$ cat src/rtl/mem_bus_arbiter_pkg.sv
// Shared definitions for the two-master memory bus arbiter: response FSM encoding,
// starvation-limit default and a small saturating-counter helper.
package mem_bus_arbiter_pkg;

  typedef enum logic [1:0] {
    StIdle  = 2'd0,
    StResp0 = 2'd1,
    StResp1 = 2'd2
  } resp_state_e;

  localparam int unsigned MaxWaitDefault = 4;

  function automatic logic [3:0] sat_inc(input logic [3:0] val, input logic [3:0] lim);
    return (val >= lim) ? lim : val + 4'd1;
  endfunction

endpackage

$ cat src/rtl/mem_bus_arbiter.sv
// Fixed-priority arbiter (M0 fetch over M1 load/store) with a starvation escape for M1,
// driving a single-cycle-latency memory and routing read data back to the owner.
module mem_bus_arbiter
  import mem_bus_arbiter_pkg::*;
#(
  parameter int unsigned ADDR_W   = 32,
  parameter int unsigned MAX_WAIT = MaxWaitDefault
) (
  input  logic              clk,
  input  logic              rst,

  input  logic              m0_req,
  input  logic [ADDR_W-1:0] m0_addr,
  output logic              m0_gnt,
  output logic              m0_rvalid,
  output logic [31:0]       m0_rdata,

  input  logic              m1_req,
  input  logic              m1_we,
  input  logic [ADDR_W-1:0] m1_addr,
  input  logic [31:0]       m1_wdata,
  input  logic [3:0]        m1_wmask,
  output logic              m1_gnt,
  output logic              m1_rvalid,
  output logic [31:0]       m1_rdata,

  output logic              s_en,
  output logic              s_we,
  output logic [ADDR_W-1:0] s_addr,
  output logic [31:0]       s_wdata,
  output logic [3:0]        s_wmask,
  input  logic [31:0]       s_rdata
);

  localparam logic [3:0] MaxWait = 4'(MAX_WAIT);

  resp_state_e state_q, state_d;
  logic [3:0]  wait_cnt_q, wait_cnt_d;
  logic        m1_win;

  // Grant and command mux
  always_comb begin
    // M1 wins when alone or once it has been starved for MAX_WAIT cycles
    m1_win  = m1_req & (~m0_req | (wait_cnt_q == MaxWait));
    m1_gnt  = ~rst & m1_win;
    m0_gnt  = ~rst & m0_req & ~m1_win;
    s_en    = m0_gnt | m1_gnt;
    s_we    = 1'b0;
    s_addr  = '0;
    s_wdata = '0;
    s_wmask = '0;
    if (m0_gnt) begin
      s_addr = m0_addr;
    end else if (m1_gnt) begin
      s_we    = m1_we;
      s_addr  = m1_addr;
      s_wdata = m1_wdata;
      s_wmask = m1_wmask;
    end
  end

  // Next state for the starvation counter and response FSM
  always_comb begin
    wait_cnt_d = '0;
    if (m1_req && !m1_gnt) begin
      wait_cnt_d = sat_inc(wait_cnt_q, MaxWait);
    end

    state_d = StIdle;
    if (m0_gnt) begin
      state_d = StResp0;
    end else if (m1_gnt && !m1_we) begin
      state_d = StResp1;
    end
  end

  always_ff @(posedge clk) begin
    if (rst) begin
      state_q    <= StIdle;
      wait_cnt_q <= '0;
    end else begin
      state_q    <= state_d;
      wait_cnt_q <= wait_cnt_d;
    end
  end

  // Responses are exactly one cycle after the read grant; reset drops any in flight
  always_comb begin
    m0_rvalid = ~rst & (state_q == StResp0);
    m1_rvalid = ~rst & (state_q == StResp1);
    m0_rdata  = m0_rvalid ? s_rdata : 32'h0;
    m1_rdata  = m1_rvalid ? s_rdata : 32'h0;
  end

endmodule

$ cat config.mk
export PLATFORM = sky130hd
export DESIGN_NAME = mem_bus_arbiter
export DESIGN_NICKNAME = d
export VERILOG_FILES = /design/src/rtl/mem_bus_arbiter_pkg.sv /design/src/rtl/mem_bus_arbiter.sv
export SDC_FILE = /design/constraint.sdc
export NUM_CORES = 1
export LEC_CHECK = 0
export CAP_MARGIN = 30
export CORE_AREA = 3 3 105 107
export CTS_BUF_LIST = sky130_fd_sc_hd__clkbuf_8
export CTS_CLUSTER_DIAMETER = 30
export DETAILED_ROUTE_END_ITERATION = 8
export DIE_AREA = 0 0 108 110
export PLACE_DENSITY = 0.69
export RECOVER_POWER = 25
export SYNTH_ARGS = -nofsm -noshare
export SYNTH_HDL_FRONTEND = slang
export SYNTH_SLANG_ARGS = --single-unit
$ cat constraint.sdc
create_clock -name clk -period 3.14 [get_ports clk]
set_input_delay 0.628 -clock clk [delete_from_list [all_inputs] [get_ports clk]]
set_output_delay 0.628 -clock clk [all_outputs]
set_load 0.05 [all_outputs]
==> results.cfg <==
[outcome]
outcome = finished, final reports clean

[floorplanning]
die_h_um = 110
initial_utilization = 0.1290
die_width_um = 108
core-area_mm2 = 0.01023
fp-row-count = 37
die-area_mm2 = 0.01188
ios = 275

[routing]
routedWlPerCell_um = 16.55
wirelength_mm = 9.601
drtIter0Drc = 51
vias = 2373
drc = 0
viasPerCell = 4.091
final_antenna_net_count = 0
first_pass_iters = 4

[finish]
utilization = 0.5440
final_area_mm2 = 0.005565
stdcell_count = 580
syn2layout_area_growth_pct = 321.6
fin_nets = 584
drive_gt1_frac = 0.3363
layout_commonest_cell = buf_12
layout_common_cells = 138 x buf_12, 134 x clkdlybuf4s50_1, 76 x and2_1

[timing]
whs_ps = 473.6
setup_viol = 0
fin_worst_skew_ps = 2.873
tns_ps = 0
fin_crit_ps = 2918
rsz0062_at_grt = no
fmax_mhz = 342.7
worst_slack_ps = 221.8
hold_viol = 0
period_share = 0.9294
drv_slew = 0
relSlewSlack = 0.5725
tightest_slew_ps = 644.1

[setup_path]
arrival_ps = 2290
worstPathMaxFanout = 71
start_kind = input pin
cp-startpoint = rst
path_cells = dlygate4sd3_1 -> inv_1 -> o211a_1 -> buf_12 -> a22o_1 -> buf_12
endpoint_kind = primary output
rr_worst_depth = 6
critical_path_class = in2out
r2r_end = state_q[1]$_SDFF_PP0_
slowest_delay_ps = 660
r2r_start = wait_cnt_q[0]$_SDFF_PP0_
critical-path-top-delay-family = buffers and inverters
crit_required_ps = 2510
cpMostUsedCell = buf_12
r2r_slack_ps = 1620
cpMaxStageDelayCell = dlygate4sd3_1
critPathBufInv = 4

[clock_tree]
numCtsBuffers = 3
postCtsSetupBuffers = 0
hold_buffers = 0
clkLatencyLatePin_ps = 220
root_buffer = clkbuf_8
tritoncts = built
cts_sinks = 6
clkTransAtPathRegs_ps = 30
cts_buffer_depth = 2
ctsResizeCount = 0
cts_htree_levels = 1

[yosys]
yosys_register_bits = 6
synth_warnings = 0
synth_area_mm2 = 0.001320
syn_avg_cell_area_um2 = 7.374
seq_area_frac_synth = 0.09100
syn-num-nets = 318
synth_cells = 179
synth_cell_types = 24

[hold_path]
min_to = wait_cnt_q[0]$_SDFF_PP0_
hold_class = reg2reg
hp-start = wait_cnt_q[0]$_SDFF_PP0_
holdPathStages = 1

[place]
port_buffers = 274
place_inst = 576
placed_cell_area_mm2 = 0.005540
post-place-ws_ps = 311.4
place.gp.congestion = 0.8463
dp_hpwl_mm = 8.654

[power_and_ir_drop]
leakagePower_nw = 2.233
post-layout-total-power_mw = 0.9141
ir_drop_mv = 0.1268
power.density_mw_per_mm2 = 164.2

[global_route]
antenna_found_initial = 1
grt_first_pass_wirelength_mm = 13.59
grtUsageMet2 = 0.2975
track_usage = 0.1462
grt-busiest-layer = met2
overflow = 0
grt_max_degree = 72
grt_pass1_vias = 2438
use_met3 = 0.06290
met1_usage = 0.1357

[flow_run]
drv_cap = 0
-- how the worst max path moves through the flow --
stage	to	slack, ps	cells after the start
after detailed placement	s_addr[2]	310	6
final	s_addr[2]	220	6
after floorplan	m0_rdata[22]	670	3
after CTS	s_addr[2]	300	6
after global placement	s_addr[2]	350	6
after global routing	s_addr[2]	150	6
-- worst register-to-register path: cells and delay by family, from the launching register on --
kind / cells / cell delay, ps
adders and majority gates: 1 / 200
DFF: 1 / 350
and+or+nand+nor: 2 / 390
AOI/OAI and AO/OA: 1 / 240
buffers and inverters: 2 / 250
-- cell families (layout without fill, tap and decap cells) --
logic type | count (synthesis) | in the layout | share of synthesized area
AOI/OAI and AO/OA | 37 | 37 | 0.2493
adders and majority gates | 2 | 2 | 0.01895
buffers and inverters | 22 | 286 | 0.1100
DFF | 6 | 6 | 0.09100
other | 1 | 2 | 0.002841
and+or+nand+nor | 111 | 111 | 0.5280
-- sequential cells by signal, summed over array words and instances (netlist names) --
register    cells
state_q         2
wait_cnt_q      4
-- layer usage --
layer | part of all wire | routed length [µm]
met1 | 0.30 | 2891
met2 | 0.55 | 5327
met3 | 0.13 | 1259
met4 | 0.013 | 123
met5 | 0 | 0
-- cell usage after synthesis --
cell        n  area share
nor4b_1     1      0.0066
nor3b_1     2       0.011
o211a_1     1      0.0076
inv_1       5       0.014
a211oi_4    1       0.015
dfxtp_1     6       0.091
a21oi_1     1      0.0038
nor4_1      1      0.0047
and2_1    101        0.48
nor2b_1     1      0.0047
a22o_2      1      0.0076
a211oi_1    1      0.0057
buf_6       7       0.060
and3b_4     1      0.0095
o21ai_0     1      0.0038
ha_1        2       0.019
clkbuf_1    4       0.011
conb_1      1      0.0028
nand2_1     1      0.0028
nor2_1      2      0.0057
buf_4       1      0.0057
nand3_1     1      0.0038
buf_2       5       0.019
a22o_1     31        0.21
-- final cells by class --
cell class,count,area [µm²]
Fill cell,856,4666
Timing Repair Buffer,278,4148
Multi-Input combinational cell,151,1065
Tap cell,136,170.2
Sequential cell,6,120.1
Clock buffer,3,41.29
Inverter,5,18.77
Antenna cell,1,2.502
-- where the power goes --
| part | switching [mW] | internal (mW) | total (mW) |
|---|---|---|---|
| clock | 0.0311 | 0.0822 | 0.113 |
| combinational | 0.328 | 0.391 | 0.719 |
| sequential | 0.00226 | 0.0793 | 0.0816 |
Note: power is estimated with default switching activity, not from simulation.
